`src/rtl/ram_stream_reader.sv`:
```
// Reads a block of words from RAM port B and streams them out through a small FIFO.
// Optional abort input is enabled by defining RAM_STREAM_READER_ABORT_EN.
module ram_stream_reader #(
    parameter int unsigned AWIDTH     = 10,
    parameter int unsigned DWIDTH     = 32,
    parameter int unsigned FIFO_DEPTH = 4
) (
    input  logic              clk,
    input  logic              resetn,
    input  logic              start,
`ifdef RAM_STREAM_READER_ABORT_EN
    input  logic              abort,
`endif
    input  logic [AWIDTH-1:0] base_addr,
    input  logic [AWIDTH:0]   length,
    output logic              busy,
    output logic              done,
    output logic [AWIDTH-1:0] ram_address_b,
    output logic              ram_rden_b,
    input  logic [DWIDTH-1:0] ram_out_b,
    output logic [DWIDTH-1:0] out_data,
    output logic              out_valid,
    input  logic              out_ready
);

    localparam int unsigned PW = $clog2(FIFO_DEPTH);
    localparam int unsigned CW = PW + 1;
    localparam int unsigned LW = AWIDTH + 1;

    typedef enum logic [1:0] {
        S_IDLE,
        S_RUN,
        S_DRAIN
    } state_t;

    state_t            state_q, state_d;
    logic [AWIDTH-1:0] addr_q, addr_d;
    logic [LW-1:0]     rem_q, rem_d;
    logic              inflight_q, inflight_d;
    logic [PW-1:0]     wr_ptr_q, wr_ptr_d;
    logic [PW-1:0]     rd_ptr_q, rd_ptr_d;
    logic [CW-1:0]     count_q, count_d;
    logic [DWIDTH-1:0] mem_q [FIFO_DEPTH];
    logic [DWIDTH-1:0] mem_d [FIFO_DEPTH];
    logic              ram_rden_b_q, ram_rden_b_d;
    logic [AWIDTH-1:0] ram_address_b_q, ram_address_b_d;
    logic              busy_q, busy_d;
    logic              done_q, done_d;
    logic              out_valid_q, out_valid_d;
    logic              abort_w;
    logic              push;
    logic              pop;

`ifdef RAM_STREAM_READER_ABORT_EN
    assign abort_w = abort;
`else
    assign abort_w = 1'b0;
`endif

    // Control, counters and FIFO bookkeeping; read enable is decided one cycle ahead
    always_comb begin
        state_d         = state_q;
        addr_d          = addr_q;
        rem_d           = rem_q;
        inflight_d      = ram_rden_b_q;
        wr_ptr_d        = wr_ptr_q;
        rd_ptr_d        = rd_ptr_q;
        mem_d           = mem_q;
        done_d          = 1'b0;
        push            = inflight_q;
        pop             = out_valid_q && out_ready;

        if (push) begin
            mem_d[wr_ptr_q] = ram_out_b;
            wr_ptr_d        = wr_ptr_q + PW'(1);
        end
        if (pop) begin
            rd_ptr_d = rd_ptr_q + PW'(1);
        end
        count_d = count_q + CW'(push) - CW'(pop);

        if (ram_rden_b_q) begin
            addr_d = addr_q + AWIDTH'(1);
            rem_d  = rem_q - LW'(1);
        end

        case (state_q)
            S_IDLE: begin
                if (start) begin
                    if (length != '0) begin
                        state_d = S_RUN;
                        addr_d  = base_addr;
                        rem_d   = length;
                    end else begin
                        done_d = 1'b1;
                    end
                end
            end
            S_RUN: begin
                if (ram_rden_b_q && (rem_q == LW'(1))) begin
                    state_d = S_DRAIN;
                end
            end
            S_DRAIN: begin
                if (!inflight_q && (count_d == '0)) begin
                    state_d = S_IDLE;
                    done_d  = 1'b1;
                end
            end
            default: state_d = S_IDLE;
        endcase

        // Abort drops everything buffered or still coming back from the RAM
        if (abort_w && (state_q != S_IDLE)) begin
            state_d    = S_IDLE;
            done_d     = 1'b0;
            inflight_d = 1'b0;
            wr_ptr_d   = '0;
            rd_ptr_d   = '0;
            count_d    = '0;
        end

        ram_rden_b_d    = (state_d == S_RUN) &&
                          ((count_d + CW'(inflight_d)) < CW'(FIFO_DEPTH));
        ram_address_b_d = ram_rden_b_d ? addr_d : ram_address_b_q;
        busy_d          = (state_d != S_IDLE);
        out_valid_d     = (count_d != '0);
    end

    always_ff @(posedge clk) begin
        if (!resetn) begin
            state_q         <= S_IDLE;
            addr_q          <= '0;
            rem_q           <= '0;
            inflight_q      <= 1'b0;
            wr_ptr_q        <= '0;
            rd_ptr_q        <= '0;
            count_q         <= '0;
            ram_rden_b_q    <= 1'b0;
            ram_address_b_q <= '0;
            busy_q          <= 1'b0;
            done_q          <= 1'b0;
            out_valid_q     <= 1'b0;
        end else begin
            state_q         <= state_d;
            addr_q          <= addr_d;
            rem_q           <= rem_d;
            inflight_q      <= inflight_d;
            wr_ptr_q        <= wr_ptr_d;
            rd_ptr_q        <= rd_ptr_d;
            count_q         <= count_d;
            ram_rden_b_q    <= ram_rden_b_d;
            ram_address_b_q <= ram_address_b_d;
            busy_q          <= busy_d;
            done_q          <= done_d;
            out_valid_q     <= out_valid_d;
        end
    end

    // Storage needs no reset; entries are only read while counted valid
    always_ff @(posedge clk) begin
        mem_q <= mem_d;
    end

    assign busy          = busy_q;
    assign done          = done_q;
    assign ram_rden_b    = ram_rden_b_q;
    assign ram_address_b = ram_address_b_q;
    assign out_valid     = out_valid_q;
    assign out_data      = mem_q[rd_ptr_q];

endmodule

```
`config.mk`:
```
export PLATFORM = sky130hd
export DESIGN_NAME = ram_stream_reader
export DESIGN_NICKNAME = d
export VERILOG_FILES = /design/src/rtl/ram_stream_reader.sv
export SDC_FILE = /design/constraint.sdc
export NUM_CORES = 1
export LEC_CHECK = 0
export ABC_AREA = 1
export CORE_UTILIZATION = 61
export CTS_BUF_LIST = sky130_fd_sc_hd__clkbuf_8
export CTS_CLUSTER_SIZE = 20
export DETAILED_ROUTE_END_ITERATION = 12
export GPL_TIMING_DRIVEN = 1
export PLACE_DENSITY = 0.88
export SYNTH_ARGS = -nofsm -noshare
export SYNTH_HDL_FRONTEND = slang
export SYNTH_SLANG_ARGS = --single-unit
```
`constraint.sdc`:
```
create_clock -name clk -period 4 [get_ports clk]
set_clock_uncertainty 0.1 [all_clocks]
set_input_delay 0.8 -clock clk [delete_from_list [all_inputs] [get_ports clk]]
set_output_delay 0.8 -clock clk [all_outputs]
set_load 0.01 [all_outputs]
```
* Word-level counts from Yosys, hierarchy flattened
Index checks and enable logic that the tools add are counted.
** Storage, ports and cells
- Register bits after elaboration :: 173
- Input port bits :: 57
- Output and inout bits :: 46
- Word-level logic and storage cells :: 67
** Cells by class
- $add $sub $neg :: 7
- Order comparisons :: 4
- Eq/ne operators :: 4
- Multiplexer cells :: 23
- Bitwise operators :: 2
- Reduce and logical (&&, ||, !) cells :: 11
** Operators with widths (count)
- $bwmux W128 :: 1
- $mux W32 :: 3
- $bmux W32 S2 :: 1
- $demux W32 S2 :: 1
- $mux W11 :: 4
- $mux W10 :: 4
- $eq A11 B1 Y1 const B :: 1
- $reduce_bool A11 Y1 :: 1
- $sub A11 B1 Y11 const B :: 1
- $add A10 B1 Y10 const B :: 1
- $mux W2 :: 4
- $add A3 B1 Y3 :: 2
- $ge A3 B3 Y1 const B :: 2
- $not A2 Y3 :: 2
- $pmux W2 S3 :: 1
- $logic_and A1 B1 Y1 :: 5
- $add A2 B1 Y2 const B :: 2
- $eq A2 B1 Y1 const B :: 2
- $logic_not A3 Y1 :: 1
- $lt A3 B1 Y1 const B :: 1
- $lt A3 B3 Y1 const B :: 1
- $mux W1 :: 3
- $reduce_bool A3 Y1 :: 1
- $sub A3 B1 Y3 :: 1
- 5 further kinds :: 5

* Depth between registers and ports, before layout
Gate-level depths: netlist (run 1).
- Word-level depth :: 8
- Depth in mapped cells :: 19
- Mapped depth without buffers :: 18

* Least setup slack after synthesis (run 1)
No wires, ideal clock.
- Path kind :: input -> register
- Start point :: input port out_ready
- End point :: register ram_address_b_q[3] (netlist: ram_address_b[3])
- Library setup time :: 0.114 ns
- Arrival :: 2.582 ns
- Required time :: 3.786 ns
- Slack :: 1.204 ns
- Cell stages on the path :: 15
- Path buffers :: 1
- Cell sequence :: nand2_1 -> inv_1 -> ha_1 -> inv_1 -> ha_1 -> fa_1 -> nand3_1 -> nand3b_1 -> nand2_1 -> inv_2 -> nand2_4 -> buf_6 -> nand2_1 -> nand2_1 -> nor2_2
** Between the ends
- Longest elaborated chain between the ends :: 8
- Elaborated cells between the ends (all ways) :: 10
- Those cells by class :: 2 x add/sub; 1 x order compare; 1 x eq/ne; 2 x mux; 4 x reduce/logical
** RTL lines
- start: declaration :: line 23 : input logic out_ready
- $logic_and A1 B1 Y1 (*) :: line 71 : pop = out_valid_q && out_ready;
- named net pop :: line 52 : logic pop;
- $sub A3 B1 Y3 (*) :: line 80 : count_d = count_q + CW'(push) - CW'(pop);
- named net count_d[1] :: line 42 : logic [CW-1:0] count_q, count_d;
- branches (longest 5 deep; another with $add A3 B1 Y3)
- $logic_and A1 B1 Y1 (*) :: line 123 : ram_rden_b_d = (state_d == S_RUN) &&
- end signal: assignment :: line 153 : ram_address_b_q <= ram_address_b_d;
- end: declaration :: line 46 : logic [AWIDTH-1:0] ram_address_b_q, ram_address_b_d;
Mark *: on every way through the listed nets, which the timed path passes.
A chain may end at the register's enable or synchronous reset.

* Final worst setup path (run 1)
- Start point :: register rd_ptr_q[0]
- End point :: output port out_data[10]
** Between the ends
- Longest elaborated chain between the ends :: 4
** RTL lines
- start: declaration :: line 41 : logic [PW-1:0] rd_ptr_q, rd_ptr_d;
- start signal: assignment :: line 150 : rd_ptr_q <= rd_ptr_d;
- $not A2 Y3 (implied by the code) :: line 170 : assign out_data = mem_q[rd_ptr_q];
- $bmux W32 S2 :: line 170
- $mux W32 (implied by the code) (2 in series) :: line 170
- end: declaration :: line 21 : output logic [DWIDTH-1:0] out_data,
No other way between the ends. The select of a mux whose other input is x is not followed.

==> results.md, run 1 <==
* Maximum vdd drop at 0.452 mV
* Post-synthesis cell type count at 35
* Net count after synthesis at about 740
* Vias per inst at approximately 5.7
* Gr ovfl total at 0
* Postcts setup bufs at 0
* Clock root cell: clkbuf_8
* CP endpoint kind: primary output
* Clock sinks at 173
* Ant diodes at 0
* 1st-pass router iterations at 5
* CTS Buf Count at 17
* Vert. Die Dim at 110 um
* Worst Path Arrival at approximately 2500 ps
* Yosys reg bits at 173
* Resized Gates After CTS at 0
* P_sw at about 1500 uW
* Main synth FF type: edfxtp_1
* Power per Cell Area at about 550 mW/mm2
* Share of layout cells above drive strength 1 at under 10%
* Die Footprint at 0.0122 mm2
* Reg power frac at between 40 and 50%
* WL/cell at between 15 and 20 um
* Final hold viol count at 0
* Clock transition at path regs at about 90 ps
* Initial core utilization at between 60% and 70%
* Worst path bufs/invs at 3
* Gpl congestion at 0.841
* Final Setup Violations at 0
* Required @ worst endpoint at roughly 3100 ps
* HPWL Detailed at just under 10000 um
* Worst r2r src: out_valid
* EDFF count, synth at about 130
* Placeable Area at roughly 0.011 mm2
* Fin cells at between 900 and 1k
* Leakage at ~0.0033 uW
* Largest net degree at the start of global routing at 66
* H-tree depth at 4
* I/O Buffers at about 100
* Vias in the first global route at approximately 5.3k
* Hold path start: ram_address_b[2]
* HP Class: flip-flop to flip-flop
* Setup crit start kind: flip-flop
* Tot GR Track Use at 27.7%
* Sequential element share of the synthesized area at approximately two thirds
* Initial antenna violation count at 0
* Net Sw Frac at approximately a third
* Mapped Area at 0.00715 mm2
* Comb power frac at a little over a quarter
* DRC errors left at 0
* Max-slew violations at 0
* Max incr delay on CP at between 600 and 700 ps
* Detail Route Antenna Nets at 0
* Max-cap viol count at 0
* Starting DRT DRC Count at 365
* Worst Setup SP: rd_ptr_q[0]
* First-pass GRT wire length at roughly 25000 um
* Setup TNS at 0 ps
* Internal power at around 3300 uW
* Placed cell count at between 800 and 900
* Avg Cell Area, Syn at about 11 um2
* Area leader, netlist: edfxtp_1
* Post-synth ARST share at 0%
* Cell count after synthesis at between 600 and 700
* CP delay by family, top: buffers and inverters
* List of most frequent post-synthesis cells: edfxtp_1, nor2_1, nand2_1
* Worst-path maximum fanout at 42
* WL final at 16300 um
* Fin crit share at 85.0%
* Crit path kind: flip-flop to primary output
* Final #Nets at about 840
* Most common cell in the netlist: edfxtp_1
* Row cnt at 39
* Clock power share at between 20% and 30%
* # fillers at between 700 and 800
* TritonCTS clock tree: yes
* Status: completed
* Top post-synthesis cells by area: edfxtp_1, dfxtp_1, nor2_1, o21ai_0, nand2_1
* Minimum clock period at about 3400 ps
* RSZ-0062 raised after global routing: false
* Clock insertion delay at the later pin of the skew report at between 400 and 500 ps
* Number of buffers on the longest clock path at 2
* CTS Hold Bufs at 0
* Total number of yosys warnings at 0
* Total number of vias at between 5k and 6k
* Crit-path cells: inv_2 -> buf_4 -> nor2_1 -> o22ai_1 -> clkdlybuf4s50_1
* Max_slew headroom at about a third
* Die W at approximately 110 um
* Slew at the pin with the worst max-slew slack at between 1000 and 1500 ps
* Slowest-stage cell, CP: clkdlybuf4s50_1
* Area Overhead vs Synth at 21.5%
* Share of the synthesized area in the top cell type at between 50% and 60%
* Fmax achieved at roughly 290 MHz
* IO Count at approximately 100
-- registers in the layout, indices dropped and copies added (netlist names), 2 cells and up --
| name | flops |
|---|---|
| ram_address_b | 10 |
| wr_ptr_q | 2 |
| rem_q | 11 |
| addr_q | 10 |
| count_q | 3 |
| state_q | 2 |
| rd_ptr_q | 2 |
| mem_q | 128 |
-- power groups by stage --
stage / Clock [uW] / Combinational, uW / Sequential (uW)
6_report: 1280 / 1290 / 2200
5_1_grt: 1350 / 1410 / 2210
4_1_cts: 1280 / 1280 / 2190
3_5_place_dp: 0 / 1260 / 2230
3_3_place_gp: 0 / 1190 / 2220
2_1_floorplan: 0 / 740 / 2220
-- metal layers --
layer / global-route usage, % / wire length, um / part of all wire, %
met2: 46.3 / 8400 / 51
met1: 32.5 / 6190 / 38
met3: 7.41 / 1240 / 7.6
met5: 0 / 0 / 0
met4: 15.5 / 511 / 3.1
-- through the flow --
step | utilization [%] | hold WS (ps) | power [uW] | instance area (um2) | setup WS [ps]
after detailed placement | 72.4 | 390 | 3490 | 8260 | 543
after global routing | 76.0 | 433 | 4970 | 8680 | 426
after floorplan | - | 355 | 2960 | 7150 | 1200
after global placement | 72.4 | 364 | 3410 | 8260 | 696
final | 76.0 | 416 | 4770 | 8680 | 600
after CTS | 76.0 | 412 | 4760 | 8680 | 565
-- worst register-to-register path: cells and delay by family (launching register included) --
family | cells | cell delay, ps
and+or+nand+nor | 9 | 760
AOI/OAI and AO/OA | 1 | 320
buffers and inverters | 3 | 170
adders and majority gates | 3 | 870
DFF | 1 | 320
-- path summary, 6_finish.rpt --
check	to	slack, ps	depth (start not counted)
worst min register to register	ram_address_b[2]	420	2
worst min-delay path	ram_address_b[2]	420	2
worst max-delay path	out_data[10]	600	5
worst max register to register	ram_address_b[6]	1380	16
-- cell usage in the layout (no fill, tap or decap), types with 2 or more instances in the layout --
| cell type | instances |
|---|---|
| clkinv_4 | 2 |
| buf_4 | 10 |
| o21ai_0 | 79 |
| inv_1 | 48 |
| bufinv_16 | 3 |
| clkinvlp_4 | 4 |
| nor2_2 | 10 |
| xnor2_1 | 2 |
| clkbuf_8 | 17 |
| dfxtp_1 | 44 |
| nand2_4 | 2 |
| clkdlybuf4s50_1 | 102 |
| xor2_1 | 7 |
| nand2_1 | 100 |
| nand3b_1 | 5 |
| a31oi_1 | 2 |
| o22ai_1 | 32 |
| inv_2 | 10 |
| nand3_1 | 15 |
| a21oi_1 | 16 |
| nand2_2 | 4 |
| or2_2 | 3 |
| nand4_1 | 5 |
| edfxtp_1 | 128 |
| nor2_1 | 109 |
| ha_1 | 9 |
| inv_6 | 4 |
| o21ai_1 | 2 |
-- final cells by class --
cell class,instances,area [um2],area share (%)
flip-flops and latches,173,4750,54.7
repair buffers,112,1100,12.6
clock inverters,15,188,2.16
well taps,143,179,2.06
inverters,58,218,2.51
multi-input cells,410,2020,23.3
clock buffers,17,234,2.69
-- kinds of logic (layout without fill, tap and decap cells) --
kind of cell | Yosys count | in the layout | synth area share, %
flip-flops | 173 | 173 | 66.4
AO/OA/AOI/OAI | 133 | 133 | 10.0
adder cells (fa/ha/maj) | 10 | 10 | 1.86
AND/OR/NAND/NOR | 258 | 258 | 15.3
XOR/XNOR | 9 | 9 | 1.10
buffers and inverters | 88 | 202 | 5.30
(Power assumes the default switching activity.)
==> run 2: changes to the inputs <==
- CORE_MARGIN: not set -> 2
==> results.md, run 2 (same netlist as run 1, synthesis figures left out) <==
* Crit path kind: flip-flop to primary output
* Vias in the first global route at around 5.2k
* Max-slew violations at 0
* WHS Path Cells at 2
* Setup TNS at 0 ps
* Clock root cell: clkbuf_8
* Max-cap viol count at 0
* Initial antenna violation count at 0
* Tot GR Track Use at roughly a quarter
* Final instance area at just under 0.009 mm2
* Setup crit start kind: flip-flop
* Largest net degree at the start of global routing at 66
* Final #Nets at roughly 840
* Placed Area at roughly 0.0083 mm2
* Gpl congestion at roughly 0.84
* WL final at ~15000 um
* Clock transition at path regs at ~90 ps
* Row cnt at 39
* Final hold viol count at 0
* Worst-path maximum fanout at 65
* Clock sinks at approximately 170
* Most frequent cells in the layout: edfxtp_1, nor2_1, clkdlybuf4s50_1
* Setup WS pre-CTS at 556 ps
* Minimum clock period at roughly 3300 ps
* Detail Route Antenna Nets at 0
* First-pass GRT wire length at 23900 um
* Vert. Die Dim at approximately 110 um
* Required @ worst endpoint at just over 3000 ps
* Fmax achieved at just over 300 MHz
* Die W at ~110 um
* DRC errors left at 0
* Worst r2r src: out_valid
* Number of buffers on the longest clock path at 2
* RSZ-0062 raised after global routing: false
* Maximum vdd drop at roughly 0.36 mV
* Ant diodes at 0
* CTS Buf Count at 17
* TritonCTS clock tree: yes
* Starting DRT DRC Count at 324
* CTS Hold Bufs at 0
* Largest Register: mem_q
* WL/cell at 16.3 um
* Status: completed
* Share of layout cells above drive strength 1 at under 10%
* Area Overhead vs Synth at 21.1%
* Fin cells at just over 900
* Final setup margin at between 700 and 800 ps
* Die Footprint at about 0.013 mm2
* Postcts setup bufs at 0
* Placed cell count at between 800 and 900
* Placeable Area at approximately 0.011 mm2
* 1st-pass router iterations at 5
* Clock insertion delay at the later pin of the skew report at 470 ps
* Power per Cell Area at 539 mW/mm2
* Final Setup Violations at 0
* Leakage at approximately 0.0033 uW
* Total number of vias at about 5.3k
* Commonest non-fill, non-tap cell in the layout: edfxtp_1
* CP endpoint kind: primary output
* I/O Buffers at just over 100
* Worst Path Arrival at 2360 ps
* Resized Gates After CTS at 0
* Gr ovfl total at 0
* HPWL Detailed at around 9500 um
* Initial core utilization at about 63%
* Hold path start: ram_address_b[7]
* R2R Path End: ram_address_b[2]
* Max_slew headroom at 50.6%
* Vias per inst at around 5.7
* R2r setup slk at roughly 1400 ps
* Hold_ws at 411 ps
* HP Class: flip-flop to flip-flop
* IO Count at 103
* R2R cell count at 16
* Hold EP: ram_address_b[7]
* H-tree depth at 4
* Largest register FFs at approximately 130
* Slew at the pin with the worst max-slew slack at approximately 740 ps
* Biggest regs: mem_q (128), rem_q (11)
* Fin crit share at about four fifths
## run 2: cell types whose count changed in the layout (fill, tap and decap cells not counted)
| cell | change |
|---|---|
| inv_6 | -1 |
| inv_8 | +1 |
| clkinv_4 | -1 |
| clkinvlp_4 | +2 |
| bufinv_16 | -1 |
| inv_1 | -1 |
## run 2: area by class of cell
| cell class | count | area [um2] |
|---|---|---|
| tap | 143 | 179 |
| clock inverter | 14 | 163 |
| inverter | 58 | 218 |
| clock buffer | 17 | 234 |
| sequential | 173 | 4750 |
| fill | 755 | 2760 |
| timing repair buffer | 112 | 1100 |
| multi-input combinational | 410 | 2020 |
## run 2: worst max-delay path by stage
stage / start / end / slack (ps) / cells after the start
detailed placement: out_ready / ram_address_b[2] / 560 / 17
finish: rd_ptr_q[0] / out_data[2] / 740 / 4
floorplan: out_ready / ram_address_b[3] / 1200 / 15
global placement: out_ready / ram_address_b[9] / 700 / 15
global route: rd_ptr_q[0] / out_data[22] / 600 / 4
CTS: rd_ptr_q[0] / out_data[2] / 720 / 4
## run 2: where the power goes
group          internal (uW)  total, uW  switching (uW)
Clock                    564       1200             634
Combinational            551       1270             723
Sequential              2090       2190             101
## run 2: per-stage QoR
stage,power (uW),util (%)
global route,4890,75.8
floorplan,2960,-
global placement,3420,72.4
finish,4660,75.8
detailed placement,3490,72.4
CTS,4680,75.8
## run 2: critical path, stage by stage (launching register included)
cell and delay [ps]:
dfxtp_2 340, buf_4 510, o21ai_0 220, o22ai_1 240, clkdlybuf4s50_1 580
## run 2: per-layer routing
metal  up-vias  GRT usage, %  routed length [um]
li1       2485             -                   -
met1      2489          29.0                5810
met2       246          41.6                7570
met3        41          5.89                1270
met4         0          13.0                 422
met5         -             0                   0
